--- src/rtl/ehgu_fifo_arb_pkg.sv ---
// Shared types and helpers for the ehgu FIFO write-side arbiter.
// No logic of its own: state encoding and the credit counter width rule.
// Not in the data path, so it has no latency or backpressure of its own.
package ehgu_fifo_arb_pkg;

  typedef enum logic {
    IDLE  = 1'b0,
    GRANT = 1'b1
  } arb_state_t;

  // Counter must hold every value from 0 up to and including DEPTH.
  function automatic int crd_width(input int depth);
    return $clog2(depth + 1);
  endfunction

endpackage

--- src/rtl/ehgu_rr_pick.sv ---
// Rotating priority encoder: first set request at or after i_ptr, wrapping.
// Latency: purely combinational, zero cycles.
// Backpressure: none; the caller decides whether to act on the pick.
module ehgu_rr_pick #(
  parameter int NREQ = 4,
  localparam int IW  = $clog2(NREQ)
) (
  input  logic [NREQ-1:0] i_req,
  input  logic [IW-1:0]   i_ptr,
  output logic [IW-1:0]   o_idx,
  output logic            o_any
);

  // Scan offsets 0..NREQ-1 from the pointer; the first hit wins.
  always_comb begin
    o_any = 1'b0;
    o_idx = '0;
    for (int k = 0; k < NREQ; k++) begin
      if (!o_any && i_req[(int'(i_ptr) + k) % NREQ]) begin
        o_any = 1'b1;
        o_idx = IW'((int'(i_ptr) + k) % NREQ);
      end
    end
  end

endmodule

--- src/rtl/ehgu_fifo_wr_arb.sv ---
// Round-robin, burst-limited arbiter and credit manager for the FIFO write port.
// Latency: grant one cycle after a request is seen idle; data one cycle after accept.
// Backpressure: req_ready is gated by arb_en and by a non-zero free-slot credit count.
module ehgu_fifo_wr_arb
  import ehgu_fifo_arb_pkg::*;
#(
  parameter int NREQ      = 4,
  parameter int WIDTH     = 8,
  parameter int DEPTH     = 128,
  parameter int MAX_BURST = 4,
  localparam int CW       = crd_width(DEPTH),
  localparam int GW       = $clog2(NREQ)
) (
  input  logic                  clk0,
  input  logic                  rst,
  input  logic                  arb_en,
  input  logic [NREQ-1:0]       req_valid,
  input  logic [NREQ*WIDTH-1:0] req_data,
  output logic [NREQ-1:0]       req_ready,
  input  logic                  crd_ret,
  output logic                  fifo_en,
  output logic                  fifo_din_valid,
  output logic [WIDTH-1:0]      fifo_din,
  output logic [GW-1:0]         gnt_id,
  output logic [CW-1:0]         credits,
  output logic                  crd_err
);

  localparam int BW = $clog2(MAX_BURST + 1);

  arb_state_t       r_state;
  logic [GW-1:0]    r_gnt_id;
  logic [GW-1:0]    r_rr_ptr;
  logic [BW-1:0]    r_beat_cnt;
  logic [CW-1:0]    r_credits;
  logic             r_crd_err;
  logic             r_fifo_en;
  logic             r_fifo_din_valid;
  logic [WIDTH-1:0] r_fifo_din;

  logic [GW-1:0]    w_pick_idx;
  logic             w_pick_any;
  logic             w_has_crd;
  logic             w_cur_vld;
  logic             w_xfer;
  logic [CW-1:0]    w_crd_eff;
  logic             w_crd_add;
  logic             w_crd_ovf;
  logic [CW-1:0]    w_crd_next;
  logic [BW-1:0]    w_beat_inc;
  logic             w_last_beat;
  logic             w_leave;
  logic [GW-1:0]    w_rr_next;
  logic [WIDTH-1:0] w_sel_dat;

  ehgu_rr_pick #(.NREQ(NREQ)) u_pick (
    .i_req (req_valid),
    .i_ptr (r_rr_ptr),
    .o_idx (w_pick_idx),
    .o_any (w_pick_any)
  );

  assign w_has_crd = (r_credits != '0);
  assign w_cur_vld = req_valid[r_gnt_id];
  assign req_ready = ((r_state == GRANT) && arb_en && w_has_crd) ? (NREQ'(1) << r_gnt_id) : '0;
  assign w_xfer    = |(req_ready & req_valid);
  assign w_sel_dat = req_data[r_gnt_id*WIDTH +: WIDTH];

  // A return is only absorbed if the count after this cycle's consume is below DEPTH;
  // otherwise the read side returned a slot we never handed out.
  assign w_crd_eff  = r_credits - CW'(w_xfer);
  assign w_crd_add  = crd_ret && (w_crd_eff < CW'(DEPTH));
  assign w_crd_ovf  = crd_ret && !w_crd_add;
  assign w_crd_next = w_crd_eff + CW'(w_crd_add);

  assign w_beat_inc  = r_beat_cnt + BW'(1);
  assign w_last_beat = w_xfer && (w_beat_inc == BW'(MAX_BURST));
  assign w_leave     = w_last_beat || !w_cur_vld || !arb_en || (w_crd_next == '0);
  assign w_rr_next   = (r_gnt_id == GW'(NREQ - 1)) ? '0 : r_gnt_id + GW'(1);

  // Output staging toward the FIFO plus credit bookkeeping.
  always_ff @(posedge clk0) begin
    if (rst) begin
      r_fifo_en        <= 1'b0;
      r_fifo_din_valid <= 1'b0;
      r_fifo_din       <= '0;
      r_credits        <= CW'(DEPTH);
      r_crd_err        <= 1'b0;
    end else begin
      r_fifo_en        <= arb_en;
      r_fifo_din_valid <= w_xfer;
      if (w_xfer) begin
        r_fifo_din <= w_sel_dat;
      end
      r_credits <= w_crd_next;
      if (w_crd_ovf) begin
        r_crd_err <= 1'b1;
      end
    end
  end

  // Grant FSM: pick in IDLE, stream up to MAX_BURST beats in GRANT, then rotate.
  always_ff @(posedge clk0) begin
    if (rst) begin
      r_state    <= IDLE;
      r_gnt_id   <= '0;
      r_rr_ptr   <= '0;
      r_beat_cnt <= '0;
    end else begin
      case (r_state)
        IDLE: begin
          if (arb_en && w_has_crd && w_pick_any) begin
            r_gnt_id   <= w_pick_idx;
            r_beat_cnt <= '0;
            r_state    <= GRANT;
          end
        end
        GRANT: begin
          if (w_xfer) begin
            r_beat_cnt <= w_beat_inc;
          end
          if (w_leave) begin
            r_rr_ptr <= w_rr_next;
            r_state  <= IDLE;
          end
        end
        default: r_state <= IDLE;
      endcase
    end
  end

  assign fifo_en        = r_fifo_en;
  assign fifo_din_valid = r_fifo_din_valid;
  assign fifo_din       = r_fifo_din;
  assign gnt_id         = r_gnt_id;
  assign credits        = r_credits;
  assign crd_err        = r_crd_err;

endmodule

--- config.mk ---
export PLATFORM = sky130hd
export DESIGN_NAME = ehgu_fifo_wr_arb
export DESIGN_NICKNAME = d
export VERILOG_FILES = /design/src/rtl/ehgu_fifo_arb_pkg.sv /design/src/rtl/ehgu_rr_pick.sv /design/src/rtl/ehgu_fifo_wr_arb.sv
export SDC_FILE = /design/constraint.sdc
export NUM_CORES = 1
export LEC_CHECK = 0
export ABC_AREA = 1
export CAP_MARGIN = 15
export CORE_AREA = 3 3 68 70
export DETAILED_ROUTE_END_ITERATION = 16
export DIE_AREA = 0 0 71 73
export HOLD_SLACK_MARGIN = 0.03
export PLACE_DENSITY = 0.85
export RECOVER_POWER = 100
export SYNTH_ARGS = -nofsm -noshare
export SYNTH_HDL_FRONTEND = slang
export SYNTH_SLANG_ARGS = --single-unit
--- constraint.sdc ---
create_clock -name clk0 -period 9.35 [get_ports clk0]
set_input_delay 0.935 -clock clk0 [delete_from_list [all_inputs] [get_ports clk0]]
set_output_delay 0.935 -clock clk0 [all_outputs]
set_load 0.005 [all_outputs]
==> results.py, run 1 <==
metrics = {
    "setup_path": {
        "worstPathMaxFanout": 22,
        "critPathArrivalTime_ns": 5.74,
        "worstPathRequired_ns": 9.52,
        "worstSetupEndpointType": "register",
        "crit_type": "register to register",
        "cp-start-kind": "register",
    },
    "drt": {
        "ant_nets": 0,
        "firstDrtPassIters": 5,
        "finalWirelength_um": 4980,
        "first_iter_violations": 145,
        "vias_per_cell": 5.06,
        "drc_errors": 0,
        "via_count": 2152,
        "wl_per_cell_um": 11.7,
    },
    "cts": {
        "cts_tree": "done",
        "clock_sinks": 27,
        "cts_hold_buf": 0,
        "clkLatencyLatePin_ns": 0.27,
        "cts_made_buffers": 3,
        "clockRootBuffer": "clkbuf_8",
        "clk_path_buf_depth": 2,
        "clkTransAtPathRegs_ns": 0.09,
        "post-cts-setup-buffer-count": 0,
        "cts_resized": 0,
        "htreeDepth": 1,
    },
    "floorplan": {
        "placementRows": 23,
        "start_util": 0.517,
        "fp.coreArea_um2": 4030,
        "io_pins": 65,
        "dieArea_um2": 5180,
        "fp.dieH_um": 73,
        "die_x_um": 71,
    },
    "flow_run": {
        "cap_violations": 0,
    },
    "synth": {
        "synthTopCellsByArea": "dfxtp_1 26%, nor2_1 12%, nand2_1 9.9%",
        "synth.largest_area_cell": "dfxtp_1",
        "ys_seq_area_frac": 0.259,
        "syn_area_per_cell_um2": 6.59,
        "synth_cell_type_count": 36,
        "synth-seq-cells": 27,
        "yosys_warnings": 0,
        "synth.cell_area_um2": 2080,
        "synth_top_cell_area_share": 0.259,
        "yosys_most_used_dff": "dfxtp_1",
        "syn_inst": 316,
        "async_reset_ff_frac": 0,
        "syn-num-nets": 366,
        "synth_edf_count": 0,
    },
    "finish": {
        "antenna_cells": 0,
        "synthToLayoutAreaGrowth_pct": 30.6,
        "finish.net_count": 426,
        "design_area_um2": 2720,
        "final_layout_size_suffix_gt1_frac": 0.104,
        "fin_util": 0.675,
    },
    "global_routing": {
        "grt_pass1_vias": 2041,
        "met3_usage": 0.0427,
        "grt_pass1_wl_um": 8690,
        "use_met2": 0.361,
        "grt-busiest-layer": "met2",
        "grt.overflow.total": 0,
        "met1_usage": 0.251,
        "antenna_found_initial": 0,
        "grt_usage": 0.204,
        "grt_max_degree": 23,
    },
    "power": {
        "p_total_w": 0.000373,
        "p_comb_frac": 0.436,
        "power_leakage_nw": 1.24,
        "switching_power_w": 0.000145,
        "ir_drop_v": 0.0000587,
        "p_per_area_nw_per_um2": 137,
        "p_int_w": 0.000228,
        "pwr-share-clk": 0.174,
        "pwr-share-seq": 0.390,
        "switching_share": 0.388,
    },
    "min_path": {
        "hold_path_class": "register to register",
    },
    "timing": {
        "slew_viol_final": 0,
        "setup_violations": 0,
        "finalClockSkew_ns": 0.00349,
        "finalCritPeriodShare": 0.595,
        "hold_viol": 0,
        "relSlewSlack": 0.484,
        "rsz0062_at_grt": "false",
        "period_needed_ns": 5.57,
        "setup-tns-final_ns": 0,
        "fmax_mhz": 180,
        "worstMarginPinSlew_ns": 0.772,
    },
    "run_status": {
        "status": "completed",
    },
    "placement": {
        "portBuffers": 64,
        "gp_congestion": 0.913,
        "dp_hpwl_um": 3970,
        "place_area_um2": 2720,
    },
}
==> worst max-delay path, stage by stage (launching register included) <==
cell,delay (ns)
dfxtp_1,0.81
inv_1,0.51
ha_1,0.37
nand4_1,0.11
nand2_2,0.05
nor2_1,0.41
clkinvlp_2,0.72
ha_1,0.51
nand2_1,0.17
nor2_4,0.05
xor2_1,0.16
nor2_1,0.15
ha_1,0.20
ha_1,0.17
inv_1,0.05
nor2_1,0.15
nand3_1,0.12
o21bai_1,0.13
nand2_1,0.06
inv_1,0.08
nand3_1,0.10
nand2_1,0.15
nand3_1,0.09
nand2_1,0.07
nor2_1,0.04
==> stage by stage <==
stage / instances / setup WS (ns) / hold WS [ns]
after global placement: 421 / 5.08 / 0.457
final: 425 / 3.78 / 0.474
after CTS: 425 / 4.92 / 0.477
after detailed placement: 421 / 4.95 / 0.463
after floorplan: 316 / 5.74 / 0.445
after global routing: 425 / 3.05 / 0.495
==> power groups by stage <==
stage                     logic [W]  registers (W)  clock network [W]
after floorplan            0.000123       0.000140                  0
after global placement     0.000167       0.000148                  0
after detailed placement   0.000170       0.000148                  0
after CTS                  0.000171       0.000146          0.0000672
after global routing       0.000186       0.000148          0.0000711
final                      0.000163       0.000145          0.0000650
==> flip-flops by register name, summed over array words and instances, names as in the netlist <==
register / flops
credits: 8
fifo_en: 1
crd_err: 1
fifo_din_valid: 1
fifo_din: 8
r_beat_cnt: 3
r_rr_ptr: 2
r_state: 1
gnt_id: 2
==> final cells by class <==
cell class	count	area, µm²
tap	50	62.6
multi-input combinational	240	1280
sequential	27	541
timing repair buffer	64	641
clock buffer	4	45.0
fill	375	1310
inverter	40	154
==> final timing paths <==
check                           depth (start not counted)             to  slack [ns]     startpoint
worst max-delay path                                   24    r_rr_ptr[0]        3.78      gnt_id[0]
worst min-delay path                                    2  r_beat_cnt[2]        0.47  r_beat_cnt[2]
worst max register to register                         24    r_rr_ptr[0]        3.78      gnt_id[0]
worst min register to register                          2  r_beat_cnt[2]        0.47  r_beat_cnt[2]
==> cells by family after synthesis <==
logic type	share of synthesized area
multiplexers	0.00480
AND/OR/NAND/NOR	0.380
XOR/XNOR	0.0156
adder cells (fa/ha/maj)	0.0601
AO/OA/AOI/OAI	0.175
flip-flops	0.259
buffers and inverters	0.105
==> cell usage after synthesis (3+ instances only) <==
cell type	instances
a21oi_1	12
a21oi_2	6
a311oi_2	3
a31oi_1	5
buf_4	3
dfxtp_1	27
ha_1	10
inv_1	33
inv_2	5
nand2_1	55
nand2_2	8
nand3_1	18
nand3_2	3
nand4_1	6
nor2_1	64
nor2_2	5
nor2_4	5
o21ai_0	26
==> per-layer routing <==
metal / wire (µm) / vias up
met5: 0 / -
li1: - / 1139
met4: 53 / 0
met1: 2160 / 947
met3: 330 / 5
met2: 2440 / 61
==> cell usage in the layout, fill, tap and decap left out <==
| master | n |
|---|---|
| nor2_4 | 5 |
| a21oi_2 | 5 |
| xor2_1 | 1 |
| a311oi_2 | 3 |
| nor3_1 | 1 |
| inv_4 | 1 |
| o21ai_0 | 27 |
| nor2_1 | 65 |
| dfxtp_1 | 27 |
| inv_1 | 34 |
| nand2_1 | 58 |
| xor2_2 | 1 |
| or2_2 | 1 |
| o21ai_2 | 2 |
| nand3_2 | 2 |
| nand4_1 | 6 |
| o21bai_1 | 1 |
| o211ai_1 | 1 |
| inv_2 | 4 |
| nand2_2 | 6 |
| a31oi_1 | 5 |
| clkbuf_1 | 1 |
| dlygate4sd3_1 | 26 |
| clkdlybuf4s50_1 | 38 |
| nor2_2 | 5 |
| nand3_1 | 19 |
| a21oi_1 | 13 |
| o21a_1 | 1 |
| mux2i_1 | 1 |
| clkinvlp_2 | 1 |
| nand3b_1 | 1 |
| clkbuf_8 | 3 |
| ha_1 | 10 |
(Power assumes the default switching activity.)
==> run 2: changes to the inputs <==
Settings changed: CORE_AREA 3 3 68 70 to 3 3 71 73, DIE_AREA 0 0 71 73 to 0 0 74 76, PLACE_DENSITY 0.85 to 0.79.
Clock period 9.35 ns to 5.76 ns, I/O delays scaled along.
==> run 2 against run 1 <==
Die area increased by 8.5%; sequential share of layout area barely moved; wire length grew 3.8%; register-to-register slack worse by 2.7 ns; count of clock-buffer cells in the layout shrank 1; critical path depth grew 1; highest routed layer unchanged; sequential power up 63%; largest power group unchanged; design area about the same; core utilization decreased by 5.9 points; critical path type unchanged.
==> results.py, run 2 (same netlist as run 1, synthesis figures left out) <==
metrics = {
    "run_status": {
        "status": "completed",
    },
    "cts": {
        "clock_sinks": 27,
        "clk_path_buf_depth": 2,
        "clockRootBuffer": "clkbuf_8",
        "cts_resized": 0,
        "cts_tree": "done",
        "htreeDepth": 1,
        "clkTransAtPathRegs_ns": 0.10,
        "clkLatencyLatePin_ns": 0.28,
        "cts_hold_buf": 0,
        "cts_made_buffers": 3,
        "post-cts-setup-buffer-count": 0,
    },
    "drt": {
        "first_iter_violations": 117,
        "wl_per_cell_um": 12.1,
        "via_count": 2192,
        "vias_per_cell": 5.13,
        "firstDrtPassIters": 4,
        "ant_nets": 0,
        "finalWirelength_um": 5170,
        "drc_errors": 0,
    },
    "timing": {
        "postLayoutSetupSlackWorst_ns": 1.07,
        "holdWs_ns": 0.479,
        "period_needed_ns": 4.69,
        "relSlewSlack": 0.459,
        "setup-tns-final_ns": 0,
        "rsz0062_at_grt": "false",
        "fmax_mhz": 213,
        "setup_violations": 0,
        "finalCritPeriodShare": 0.814,
        "hold_viol": 0,
        "worstMarginPinSlew_ns": 0.809,
        "finalClockSkew_ns": 0.00363,
        "slew_viol_final": 0,
    },
    "min_path": {
        "hold_start": "r_beat_cnt[0]",
        "hold_path_class": "register to register",
        "whs_endpoint": "r_beat_cnt[0]",
        "holdPathStages": 1,
    },
    "setup_path": {
        "r2r-start": "gnt_id[0]",
        "reg2reg_to": "r_rr_ptr[1]",
        "worstPathMaxFanout": 22,
        "cp_slowest_cell": "dfxtp_1",
        "crit_type": "register to register",
        "critPathTopFamily": "simple AND/OR/NAND/NOR gates",
        "cp-start-kind": "register",
        "critPathArrivalTime_ns": 4.87,
        "worstSetupEndpointType": "register",
        "cp_num_buf_inv": 4,
        "rr_worst_depth": 25,
        "critical-path-max-stage-delay_ns": 0.79,
        "worstPathRequired_ns": 5.94,
        "cpMostUsedCell": "nand2_1",
        "ff2ff_setup_slack_ns": 1.07,
    },
    "global_routing": {
        "grt_max_degree": 23,
        "grt_pass1_wl_um": 8800,
        "grt_usage": 0.189,
        "grt_pass1_vias": 2050,
        "grt.overflow.total": 0,
        "antenna_found_initial": 0,
    },
    "placement": {
        "place_ws_ns": 1.51,
        "gp_congestion": 0.870,
        "portBuffers": 64,
        "dp_hpwl_um": 4120,
        "place_area_um2": 2730,
    },
    "finish": {
        "fillCellCount": 420,
        "final_cell_mix": "67 x nor2_1, 57 x nand2_1, 38 x clkdlybuf4s50_1",
        "design_area_um2": 2720,
        "synthToLayoutAreaGrowth_pct": 30.6,
        "antenna_cells": 0,
        "final_common_cell": "nor2_1",
        "finish.net_count": 426,
        "final_layout_size_suffix_gt1_frac": 0.104,
    },
    "power": {
        "p_per_area_nw_per_um2": 225,
        "power_leakage_nw": 1.25,
        "ir_drop_v": 0.000145,
    },
    "floorplan": {
        "dieArea_um2": 5620,
        "placementRows": 24,
        "start_util": 0.472,
        "die_x_um": 74,
        "fp.dieH_um": 76,
        "fp.coreArea_um2": 4410,
        "io_pins": 65,
    },
    "flow_run": {
        "cap_violations": 0,
    },
}
==> run 2: changes by cell type in the layout (fill, tap and decap cells not counted), sizes merged <==
cell    before  now
inv         39   40
clkbuf       4    3
==> run 2: per-stage QoR <==
step	utilization	instances	total power (W)
floorplan	-	316	0.000426
global placement	0.617	423	0.000513
detailed placement	0.617	423	0.000518
CTS	0.628	427	0.000629
global route	0.616	427	0.000659
finish	0.616	427	0.000612
==> run 2: final cells by class <==
cell class	instances	area [µm²]	share of cell area
clock inverter	1	7.51	0.00276
timing repair buffer	64	641	0.236
clock buffer	3	41.3	0.0152
multi-input combinational	240	1270	0.467
tap	52	65.1	0.0239
sequential	27	541	0.199
inverter	40	155	0.0570
==> run 2: per-layer routing <==
layer | global-route usage | share of wire | up-vias
li1 | - | - | 1132
met3 | 0.0567 | 0.082 | 6
met4 | 0.0471 | 0.011 | 0
met2 | 0.290 | 0.45 | 69
met5 | 0 | 0 | -
met1 | 0.258 | 0.46 | 985
==> run 2: where the power goes <==
part | switching (W) | internal, W
registers | 0.0000312 | 0.000205
logic | 0.000147 | 0.000116
clock network | 0.0000640 | 0.0000492
==> run 2: how the worst max path moves through the flow <==
| stage | start | endpoint | slack (ns) | depth (start not counted) |
|---|---|---|---|---|
| 2_1_floorplan | gnt_id[0] | r_rr_ptr[0] | 2.15 | 27 |
| 6_report | gnt_id[0] | r_rr_ptr[1] | 1.07 | 25 |
| 3_3_place_gp | gnt_id[0] | r_rr_ptr[0] | 1.72 | 23 |
| 4_1_cts | gnt_id[0] | r_rr_ptr[1] | 1.49 | 23 |
| 5_1_grt | gnt_id[0] | r_rr_ptr[1] | 0.54 | 24 |
| 3_5_place_dp | gnt_id[0] | r_rr_ptr[1] | 1.51 | 23 |
==> run 3: changes to the inputs <==
Clock period 5.76 ns to 4.68 ns, I/O delays scaled along.
==> run 3 against run 2 <==
Register-to-register slack worse by 0.49 ns; first-iteration DRC count decreased by 4.3%; worst hold slack improved by 0.0043 ns; sequential power increased by 19%; core utilization rose by 0.43 points; power increased by 23%; non-clock buffer count increased by 1; critical path type unchanged; largest power group unchanged; highest routed layer unchanged.
==> results.py, run 3 (same netlist as run 1, synthesis figures left out) <==
metrics = {
    "timing": {
        "hold_viol": 0,
        "postLayoutSetupSlackWorst_ns": 0.588,
        "finalClockSkew_ns": 0.00496,
        "period_needed_ns": 4.09,
        "fmax_mhz": 244,
        "setup_violations": 0,
        "slew_viol_final": 0,
        "rsz0062_at_grt": "false",
        "setup-tns-final_ns": 0,
        "finalCritPeriodShare": 0.874,
        "relSlewSlack": 0.419,
        "worstMarginPinSlew_ns": 0.869,
    },
    "run_status": {
        "status": "completed",
    },
    "power": {
        "pwr-share-clk": 0.178,
        "ir_drop_v": 0.000129,
        "p_per_area_nw_per_um2": 275,
        "pwr-share-seq": 0.372,
        "switching_share": 0.394,
        "p_int_w": 0.000457,
        "switching_power_w": 0.000297,
        "power_leakage_nw": 1.26,
        "p_comb_frac": 0.450,
    },
    "cts": {
        "post-cts-setup-buffer-count": 0,
        "clkLatencyLatePin_ns": 0.27,
        "clk_path_buf_depth": 2,
        "clock_sinks": 27,
        "htreeDepth": 1,
        "cts_resized": 0,
        "clkTransAtPathRegs_ns": 0.10,
        "clockRootBuffer": "clkbuf_8",
        "cts_made_buffers": 3,
        "cts_tree": "done",
        "cts_hold_buf": 0,
    },
    "floorplan": {
        "die_x_um": 74,
        "fp.coreArea_um2": 4410,
        "fp.dieH_um": 76,
        "start_util": 0.472,
        "placementRows": 24,
        "io_pins": 65,
        "dieArea_um2": 5620,
    },
    "setup_path": {
        "crit_type": "register to register",
        "worstPathMaxFanout": 22,
        "critPathTopFamily": "simple AND/OR/NAND/NOR gates",
        "cp-start-kind": "register",
        "critPathArrivalTime_ns": 4.27,
        "cp_num_buf_inv": 3,
        "worstPathRequired_ns": 4.86,
        "worstSetupEndpointType": "register",
        "crit_path_cell_trace": "buf_4, inv_1, ha_1, nand4_1, nand2_1, nor2_8, inv_4, ha_1, nand2_1, nor2_4, xor2_1, nor2_1, ha_1, ha_1, nor2_1, nand3_1, nor2_1, nand2_1, nor2_2, nand3_2, nand2_2, nand3_1, nand2_1, nor2_1",
        "critical-path-max-stage-delay_ns": 0.44,
        "crit_path_start": "gnt_id[0]",
        "cp_slowest_cell": "inv_1",
        "r2r-start": "gnt_id[0]",
    },
    "min_path": {
        "hold_path_class": "register to register",
        "hold_start": "r_beat_cnt[0]",
    },
    "flow_run": {
        "cap_violations": 0,
    },
    "drt": {
        "ant_nets": 0,
        "firstDrtPassIters": 4,
        "wl_per_cell_um": 12.3,
        "first_iter_violations": 112,
        "via_count": 2208,
        "drc_errors": 0,
        "finalWirelength_um": 5280,
        "vias_per_cell": 5.16,
    },
    "finish": {
        "regArea_um2": 541,
        "finish.net_count": 427,
        "final_common_cell": "nor2_1",
        "multi_input_area_um2": 1280,
        "synthToLayoutAreaGrowth_pct": 31.5,
        "final_cell_mix": "64 x nor2_1, 58 x nand2_1, 40 x clkdlybuf4s50_1",
        "fillCellCount": 430,
        "final_layout_size_suffix_gt1_frac": 0.104,
        "antenna_cells": 0,
    },
    "placement": {
        "gp_congestion": 0.862,
        "place_ws_ns": 0.712,
        "dp_hpwl_um": 4210,
        "portBuffers": 64,
    },
    "global_routing": {
        "grt_pass1_wl_um": 9140,
        "antenna_found_initial": 0,
        "grt.overflow.total": 0,
        "grt_pass1_vias": 2091,
        "grt_usage": 0.199,
        "grt_max_degree": 23,
    },
}
-- run 3: changes by cell type in the layout (fill, tap and decap cells not counted), moves of 2 or more --
| cell | before | now |
|---|---|---|
| nor2_4 | 3 | 5 |
| dlygate4sd3_1 | 26 | 24 |
| xor2_2 | 2 | 0 |
| xor2_1 | 0 | 2 |
| nor2_1 | 67 | 64 |
| clkdlybuf4s50_1 | 38 | 40 |
-- run 3: final cells by class --
type,instances,area share
multi-input cells,240,0.469
flip-flops and latches,27,0.197
inverters,40,0.0562
well taps,52,0.0238
clock buffers,3,0.0151
repair buffers,65,0.237
clock inverters,1,0.00183
-- run 3: worst paths after layout --
path	to	slack, ns	cells after the start
worst min-delay path	r_beat_cnt[0]	0.48	1
worst max-delay path	r_rr_ptr[0]	0.59	24
worst max register to register	r_rr_ptr[0]	0.59	24
worst min register to register	r_beat_cnt[0]	0.48	1
-- run 3: stage by stage --
stage	power, W	cells	util	hold WS (ns)	area, µm²
4_1_cts	0.000774	428	0.630	0.492	2780
2_1_floorplan	0.000525	316	-	0.445	2080
3_3_place_gp	0.000634	424	0.619	0.459	2730
6_report	0.000754	428	0.620	0.484	2740
3_5_place_dp	0.000640	424	0.619	0.468	2730
5_1_grt	0.000820	428	0.620	0.501	2740
-- run 3: metal layers --
metal / part of all wire / GRT usage / vias up
li1: - / - / 1140
met1: 0.45 / 0.257 / 963
met2: 0.46 / 0.324 / 92
met3: 0.082 / 0.0528 / 13
met4: 0.012 / 0.0471 / 0
met5: 0 / 0 / -
-- run 3: worst reg2reg max path: stages (launching register included) --
cell	delay (ns)
dfxtp_1	0.31
buf_4	0.19
inv_1	0.44
ha_1	0.27
nand4_1	0.10
nand2_1	0.17
nor2_8	0.08
inv_4	0.16
ha_1	0.30
nand2_1	0.16
nor2_4	0.13
xor2_1	0.27
nor2_1	0.08
ha_1	0.21
ha_1	0.29
nor2_1	0.09
nand3_1	0.10
nor2_1	0.12
nand2_1	0.07
nor2_2	0.09
nand3_2	0.09
nand2_2	0.10
nand3_1	0.08
nand2_1	0.07
nor2_1	0.04
-- run 3: power by group through the flow --
stage / Combinational, W / Clock [W] / Sequential, W
after floorplan: 0.000246 / 0 / 0.000279
after global placement: 0.000346 / 0 / 0.000287
after detailed placement: 0.000352 / 0 / 0.000288
after CTS: 0.000355 / 0.000137 / 0.000283
after global routing: 0.000386 / 0.000149 / 0.000285
final: 0.000339 / 0.000134 / 0.000281
